<file path="config.mk">
export PLATFORM = sky130hd
export DESIGN_NAME = einstein_int_ctrl
export DESIGN_NICKNAME = d
export VERILOG_FILES = /design/src/rtl/einstein_int_ctrl.sv
export SDC_FILE = /design/constraint.sdc
export NUM_CORES = 1
export LEC_CHECK = 0
export ABC_AREA = 1
export BUFFER_PORTS_ARGS = -buffer_cell sky130_fd_sc_hd__buf_2
export CAP_MARGIN = 10
export CORE_MARGIN = 4
export CORE_UTILIZATION = 39
export DETAILED_ROUTE_END_ITERATION = 16
export GPL_TIMING_DRIVEN = 0
export PLACE_DENSITY = 0.83
export SYNTH_ARGS = -nofsm -noshare
export SYNTH_HDL_FRONTEND = slang
export SYNTH_SLANG_ARGS = --single-unit
</file>
<file path="constraint.sdc">
create_clock -name clk_sys -period 0.9 [get_ports clk_sys]
set_input_delay 0 -clock clk_sys [delete_from_list [all_inputs] [get_ports clk_sys]]
set_output_delay 0 -clock clk_sys [all_outputs]
set_load 0.01 [all_outputs]
</file>
<file path="src/rtl/einstein_int_ctrl.sv">
// ============================================================================
// Module : einstein_int_ctrl
// Z80 IM2 interrupt arbiter for the Einstein KB/ADC/FIRE sources, chained
// with the CTC (KB > CTC > ADC > FIRE). Optional macro: INT_CTRL_ADC_EN.
// Revision: 1.0 - initial release
// ============================================================================
`default_nettype none

module einstein_int_ctrl #(
    parameter logic [7:0] VEC_KB   = 8'h0E,
    parameter logic [7:0] VEC_FIRE = 8'h0C,
    parameter logic [7:0] VEC_ADC  = 8'h0A
) (
    input  logic       clk_sys,
    input  logic       reset,
    input  logic       m1_n,
    input  logic       iorq_n,
    input  logic       reti,
    input  logic [2:0] req,
    input  logic [2:0] mask_wr,
    input  logic       mask_din,
    input  logic [2:0] clr,
    input  logic       ctc_int_n,
    input  logic       ctc_ieo,
    output logic       ctc_iei,
    output logic       int_n,
    output logic [7:0] vec,
    output logic       vec_oe,
    output logic [2:0] pend
);

`ifdef INT_CTRL_ADC_EN
    localparam logic ADC_EN = 1'b1;
`else
    localparam logic ADC_EN = 1'b0;
`endif

    // Bit order everywhere is {fire, adc, kb}
    localparam logic [2:0] SRC_EN = {1'b1, ADC_EN, 1'b1};

    typedef enum logic [1:0] {
        ST_IDLE = 2'd0,
        ST_ACK  = 2'd1,
        ST_WAIT = 2'd2
    } state_e;

    state_e     state_q;
    logic [2:0] req_d_q;
    logic [2:0] mask_q;
    logic [2:0] pend_q;
    logic [2:0] insrv_q;
    logic       int_n_q;
    logic [7:0] vec_q;
    logic       vec_oe_q;

    logic [2:0] mask_d;
    logic [2:0] pend_d;
    logic [2:0] insrv_d;
    logic [2:0] evt;
    logic [2:0] en;
    logic [2:0] lreq;
    logic [2:0] grant;
    logic [2:0] reti_clr;
    logic       inta;
    logic       en_ctc;
    logic       en_adc;
    logic       en_fire;
    logic       ctc_win;
    logic [7:0] grant_vec;

    always_comb begin
        inta    = ~m1_n & ~iorq_n;
        evt     = req & ~req_d_q & SRC_EN;
        en_ctc  = ~insrv_q[0];
        en_adc  = en_ctc & ctc_ieo;
        en_fire = ADC_EN ? (en_adc & ~insrv_q[1]) : en_adc;
        en      = {en_fire, en_adc, 1'b1};
        lreq    = pend_q & en & ~insrv_q & SRC_EN;
        ctc_win = ~ctc_int_n & en_ctc;

        // Arbitration is only evaluated on the first INTA cycle; the CTC slot
        // sits between KB and ADC and suppresses any lower local winner.
        grant     = 3'b000;
        grant_vec = vec_q;
        if (state_q == ST_IDLE && inta) begin
            if (lreq[0]) begin
                grant     = 3'b001;
                grant_vec = VEC_KB;
            end else if (ctc_win) begin
                grant = 3'b000;
            end else if (lreq[1]) begin
                grant     = 3'b010;
                grant_vec = VEC_ADC;
            end else if (lreq[2]) begin
                grant     = 3'b100;
                grant_vec = VEC_FIRE;
            end
        end

        reti_clr = 3'b000;
        if (reti) begin
            if (insrv_q[0]) begin
                reti_clr = 3'b001;
            end else if (insrv_q[1] && en_adc) begin
                reti_clr = 3'b010;
            end else if (insrv_q[2] && en_fire) begin
                reti_clr = 3'b100;
            end
        end

        for (int i = 0; i < 3; i++) begin
            mask_d[i] = (mask_wr[i] && SRC_EN[i]) ? mask_din : mask_q[i];
        end

        // A fresh event always wins over a clear or a grant in the same cycle
        pend_d  = ((pend_q & ~clr & ~grant) | (evt & ~mask_q)) & SRC_EN;
        insrv_d = ((insrv_q & ~reti_clr) | grant) & SRC_EN;
    end

    always_ff @(posedge clk_sys) begin
        if (reset) begin
            state_q  <= ST_IDLE;
            req_d_q  <= 3'b000;
            mask_q   <= 3'b111;
            pend_q   <= 3'b000;
            insrv_q  <= 3'b000;
            int_n_q  <= 1'b1;
            vec_q    <= 8'h00;
            vec_oe_q <= 1'b0;
        end else begin
            req_d_q <= req;
            mask_q  <= mask_d;
            pend_q  <= pend_d;
            insrv_q <= insrv_d;
            int_n_q <= ctc_int_n & ~(|lreq);
            case (state_q)
                ST_IDLE: begin
                    if (inta) begin
                        state_q <= ST_ACK;
                        if (|grant) begin
                            vec_q    <= grant_vec;
                            vec_oe_q <= 1'b1;
                        end
                    end
                end
                ST_ACK: begin
                    if (!inta) begin
                        state_q  <= ST_WAIT;
                        vec_oe_q <= 1'b0;
                    end
                end
                ST_WAIT: begin
                    state_q <= ST_IDLE;
                end
                default: begin
                    state_q  <= ST_IDLE;
                    vec_oe_q <= 1'b0;
                end
            endcase
        end
    end

    assign ctc_iei = ~insrv_q[0];
    assign int_n   = int_n_q;
    assign vec     = vec_q;
    assign vec_oe  = vec_oe_q;
    assign pend    = pend_q;

endmodule

`default_nettype wire

</file>
==> impl_summary.log <==
[metrics] result of the run: finished, violations left
[metrics] failing checks: negative setup slack
[metrics] Via-to-Cell Ratio: between 4 and 5
[metrics] average wire length per cell after detail routing: around 10 um
[metrics] library cell contributing the largest single delay on the critical path: sky130_fd_sc_hd__dfxtp_2
[metrics] dominant combinational cell family by area after synthesis: simple AND/OR/NAND/NOR gates
[metrics] post-synthesis compound-gate area fraction: between 10% and 20%
[metrics] clock skew after layout: roughly 0.004 ns
[metrics] Post-route DRC: 0
[metrics] number of top-level pins: 31
[metrics] critical path class: flop to flop
[metrics] 1st-pass router iterations: 3
[metrics] fmax: a little over 1000 MHz
[metrics] Critical path buffers and inverters: 1
[metrics] leakage: 0.482 nW
[metrics] sum of net half-perimeters after detailed placement: around 900 um
[metrics] layout cell share with drive strength beyond 1: a little over half
[metrics] n_diodes: 0
[metrics] synthesis warning total: 0
[metrics] maximum number of pins on one net before global-route repair: 11
[metrics] post-route non-filler standard cell count: around 140
[metrics] sink count of the clock tree: 14
[metrics] setup ws final: -0.0756 ns
[metrics] total count of max-transition violations in the final report: 0
[metrics] final hold violations: 0
[metrics] Floorplan Core Area: 1540 um2
[metrics] mux share of post-synthesis cell area: 0%
[metrics] clock-pin transition on the worst setup and hold timing paths: 0.08 ns
[metrics] final-layout fill cell count: ~140
[metrics] arrival time at the worst endpoint: between 1 and 1.5 ns
[metrics] Max H-tree Level: 1
[metrics] area grow syn2layout: 51.8%
[metrics] crit-path cells: inv_2 > nor2_2 > nand2_2 > nor2_4 > nand3_2 > nand2_1 > a21oi_1
[metrics] setup repair after global routing missed its margin: true
[metrics] die extent in y: around 50 um
[metrics] area of the die: between 2000 and 2500 um2
[metrics] number of buffers created by CTS: 3
[metrics] largest buffer count on any clock path: 2
[metrics] number of flops mapped to enable cells by yosys: 0
[metrics] initial DRC count: 6
[metrics] cell area after technology mapping: around 650 um2
[metrics] dominant register cell in the synthesized netlist: sky130_fd_sc_hd__dfxtp_1
[metrics] initial antenna violation count: 0
[metrics] Tot GR Track Use: about an eighth
[metrics] final-layout worst hold slack: 0.149 ns
[metrics] peak ir drop on the vdd network: slightly above 1 mV
[metrics] power per unit of standard cell area: ~1300 nW/um2
[metrics] via count: a little under 600
[metrics] number of library cell types mapped by synthesis: 22
[metrics] # setup viols final: 5
[metrics] Post-Synthesis Cells: 75
[metrics] Skew-Pair Late Insertion Delay: approximately 0.28 ns
[metrics] Data required, critical path: between 1 and 1.5 ns
[metrics] worst min-delay path category: input port to flop
[metrics] Avg Synthesized Cell Area: just under 9 um2
[metrics] Final Routed Wirelength: approximately 1400 um
[metrics] global-route wire length before repair: 2490 um
[metrics] # placed instances: about 120
[metrics] kind of start point of the critical path: flop
[metrics] Simple-Gate Fraction of Synth Area: about 28%
[metrics] via count of the first global-routing pass: roughly 600
[metrics] Remaining Overflow, GRT: 0
[metrics] family with the most delay on the worst path: simple AND/OR/NAND/NOR gates
[metrics] Worst path max stage delay: 0.34 ns
[metrics] Seq/Total Area, Yosys: a little over two fifths
[metrics] number of nets in the layout: about 140
[metrics] Port-buffer cells: 21
[metrics] Synth Register Bits: 14
[metrics] maximum fanout encountered on the critical timing path: 3
[metrics] Synth async-reset ratio: 0%
[metrics] post-route ant nets: 0
[metrics] CTS root buf: sky130_fd_sc_hd__clkbuf_4
[metrics] MaxCap Viol Count: 0
[metrics] fraction of the mapped netlist area in adder cells: 0%
[metrics] xor and xnor area share after synthesis: 0%
[metrics] period utilization: 108%
[metrics] critical path endpoint category: flop
[metrics] shortest clock period the worst path allows after layout: 0.976 ns
[metrics] TritonCTS clock tree: built
[metrics] Die Wd: 48.8 um
[metrics] number of cell rows: 14
[metrics] starting density of the core: between 40% and 50%
[metrics] routability congestion estimate: approximately 0.7
-- layout by cell type, fill, tap and decap left out, types with 3 or more instances in the layout --
master / n
sky130_fd_sc_hd__conb_1: 6
sky130_fd_sc_hd__dfxtp_2: 4
sky130_fd_sc_hd__clkbuf_4: 4
sky130_fd_sc_hd__nor2_1: 6
sky130_fd_sc_hd__inv_2: 3
sky130_fd_sc_hd__a21oi_2: 4
sky130_fd_sc_hd__buf_2: 21
sky130_fd_sc_hd__nand2_4: 3
sky130_fd_sc_hd__inv_1: 7
sky130_fd_sc_hd__dfxtp_1: 10
sky130_fd_sc_hd__nand2_1: 9
sky130_fd_sc_hd__dlygate4sd3_1: 10
sky130_fd_sc_hd__buf_4: 11
sky130_fd_sc_hd__a21oi_1: 5
-- layer usage --
| layer | routed length, um | track usage [%] |
|---|---|---|
| met1 | 537 | 13.5 |
| met2 | 674 | 23.0 |
| met3 | 120 | 4.28 |
| met4 | 19 | 6.73 |
| met5 | 0 | 0 |
-- report_power, final --
part / switching [W] / internal, W
Sequential: 0.0000121 / 0.000642
Combinational: 0.0000963 / 0.000115
Clock: 0.000200 / 0.000246
-- logic make-up (layout without fill, tap and decap cells) --
family | after synthesis | after routing
and+or+nand+nor | 28 | 28
other | 1 | 6
buffers and inverters | 19 | 58
DFF | 14 | 14
AOI/OAI and AO/OA | 13 | 13
-- worst paths after layout --
check	endpoint	cells after the start	slack, ns	start
setup / recovery	pend[2]	7	-0.08	pend[2]
hold / removal	vec[2]	6	0.15	iorq_n
setup reg to reg	pend[2]	7	-0.08	pend[2]
hold reg to reg	state_q[1]	1	0.41	state_q[1]
-- cell usage after synthesis, types with 2 or more instances --
master                     n  share of area [%]
sky130_fd_sc_hd__a21oi_1   5                3.9
sky130_fd_sc_hd__a21oi_2   4                5.4
sky130_fd_sc_hd__buf_4     7                8.1
sky130_fd_sc_hd__dfxtp_1  14                 43
sky130_fd_sc_hd__inv_1     9                5.2
sky130_fd_sc_hd__inv_2     2                1.2
sky130_fd_sc_hd__nand2_1   9                5.2
sky130_fd_sc_hd__nand2_2   2                1.9
sky130_fd_sc_hd__nand2_4   2                3.5
sky130_fd_sc_hd__nor2_1    6                3.5
sky130_fd_sc_hd__nor2_2    2                1.9
sky130_fd_sc_hd__nor2_4    2                3.5
sky130_fd_sc_hd__o21ai_0   2                1.5
-- final cells by class --
| class | instances | area [um2] | share of cell area (%) |
|---|---|---|---|
| buffer | 8 | 60.1 | 6.09 |
| clock buffer | 4 | 36.3 | 3.68 |
| inverter | 11 | 43.8 | 4.44 |
| multi-input combinational | 47 | 305 | 31.0 |
| sequential | 14 | 285 | 28.9 |
| tap | 16 | 20.0 | 2.03 |
| timing repair buffer | 35 | 235 | 23.9 |
-- tightest hold or removal path: stages --
cell                      delay (ns)
sky130_fd_sc_hd__buf_2          0.10
sky130_fd_sc_hd__nor2_4         0.04
sky130_fd_sc_hd__nand2_4        0.08
sky130_fd_sc_hd__nor2_8         0.04
sky130_fd_sc_hd__o21ai_2        0.06
sky130_fd_sc_hd__a21oi_1        0.06
-- state kept, by name, summed over array words and instances (netlist names) --
signal and cells:
insrv_q 2, vec 2, mask_q 2, pend 2, req_d_q 2, int_n 1, vec_oe 1, state_q 2
-- metrics by stage --
stage | setup slack [ns] | setup TNS, ns | util [%] | instance area, um2 | power (W)
after global placement | -0.0624 | -0.0830 | 51.5 | 795 | 0.000822
after detailed placement | -0.0639 | -0.122 | 51.5 | 795 | 0.000825
after CTS | -0.0720 | -0.186 | 62.7 | 966 | 0.00132
final | -0.0756 | -0.221 | 64.0 | 986 | 0.00131
after floorplan | -0.0463 | -0.0626 | - | 669 | 0.000772
after global routing | -0.181 | -0.724 | 64.0 | 986 | 0.00138
-- repair_timing --
| action | 4_1_cts | 5_1_grt |
|---|---|---|
| cloned | 0 | 0 |
| endpoints found under the hold margin | 9 | 0 |
| setup buffers | 3 | 1 |
| hold buffers | 10 | 0 |
| pin swaps | 5 | 3 |
| endpoints found under the setup margin | 6 | 8 |
| resized for setup | 5 | 5 |
Note: power is estimated with default switching activity, not from simulation.
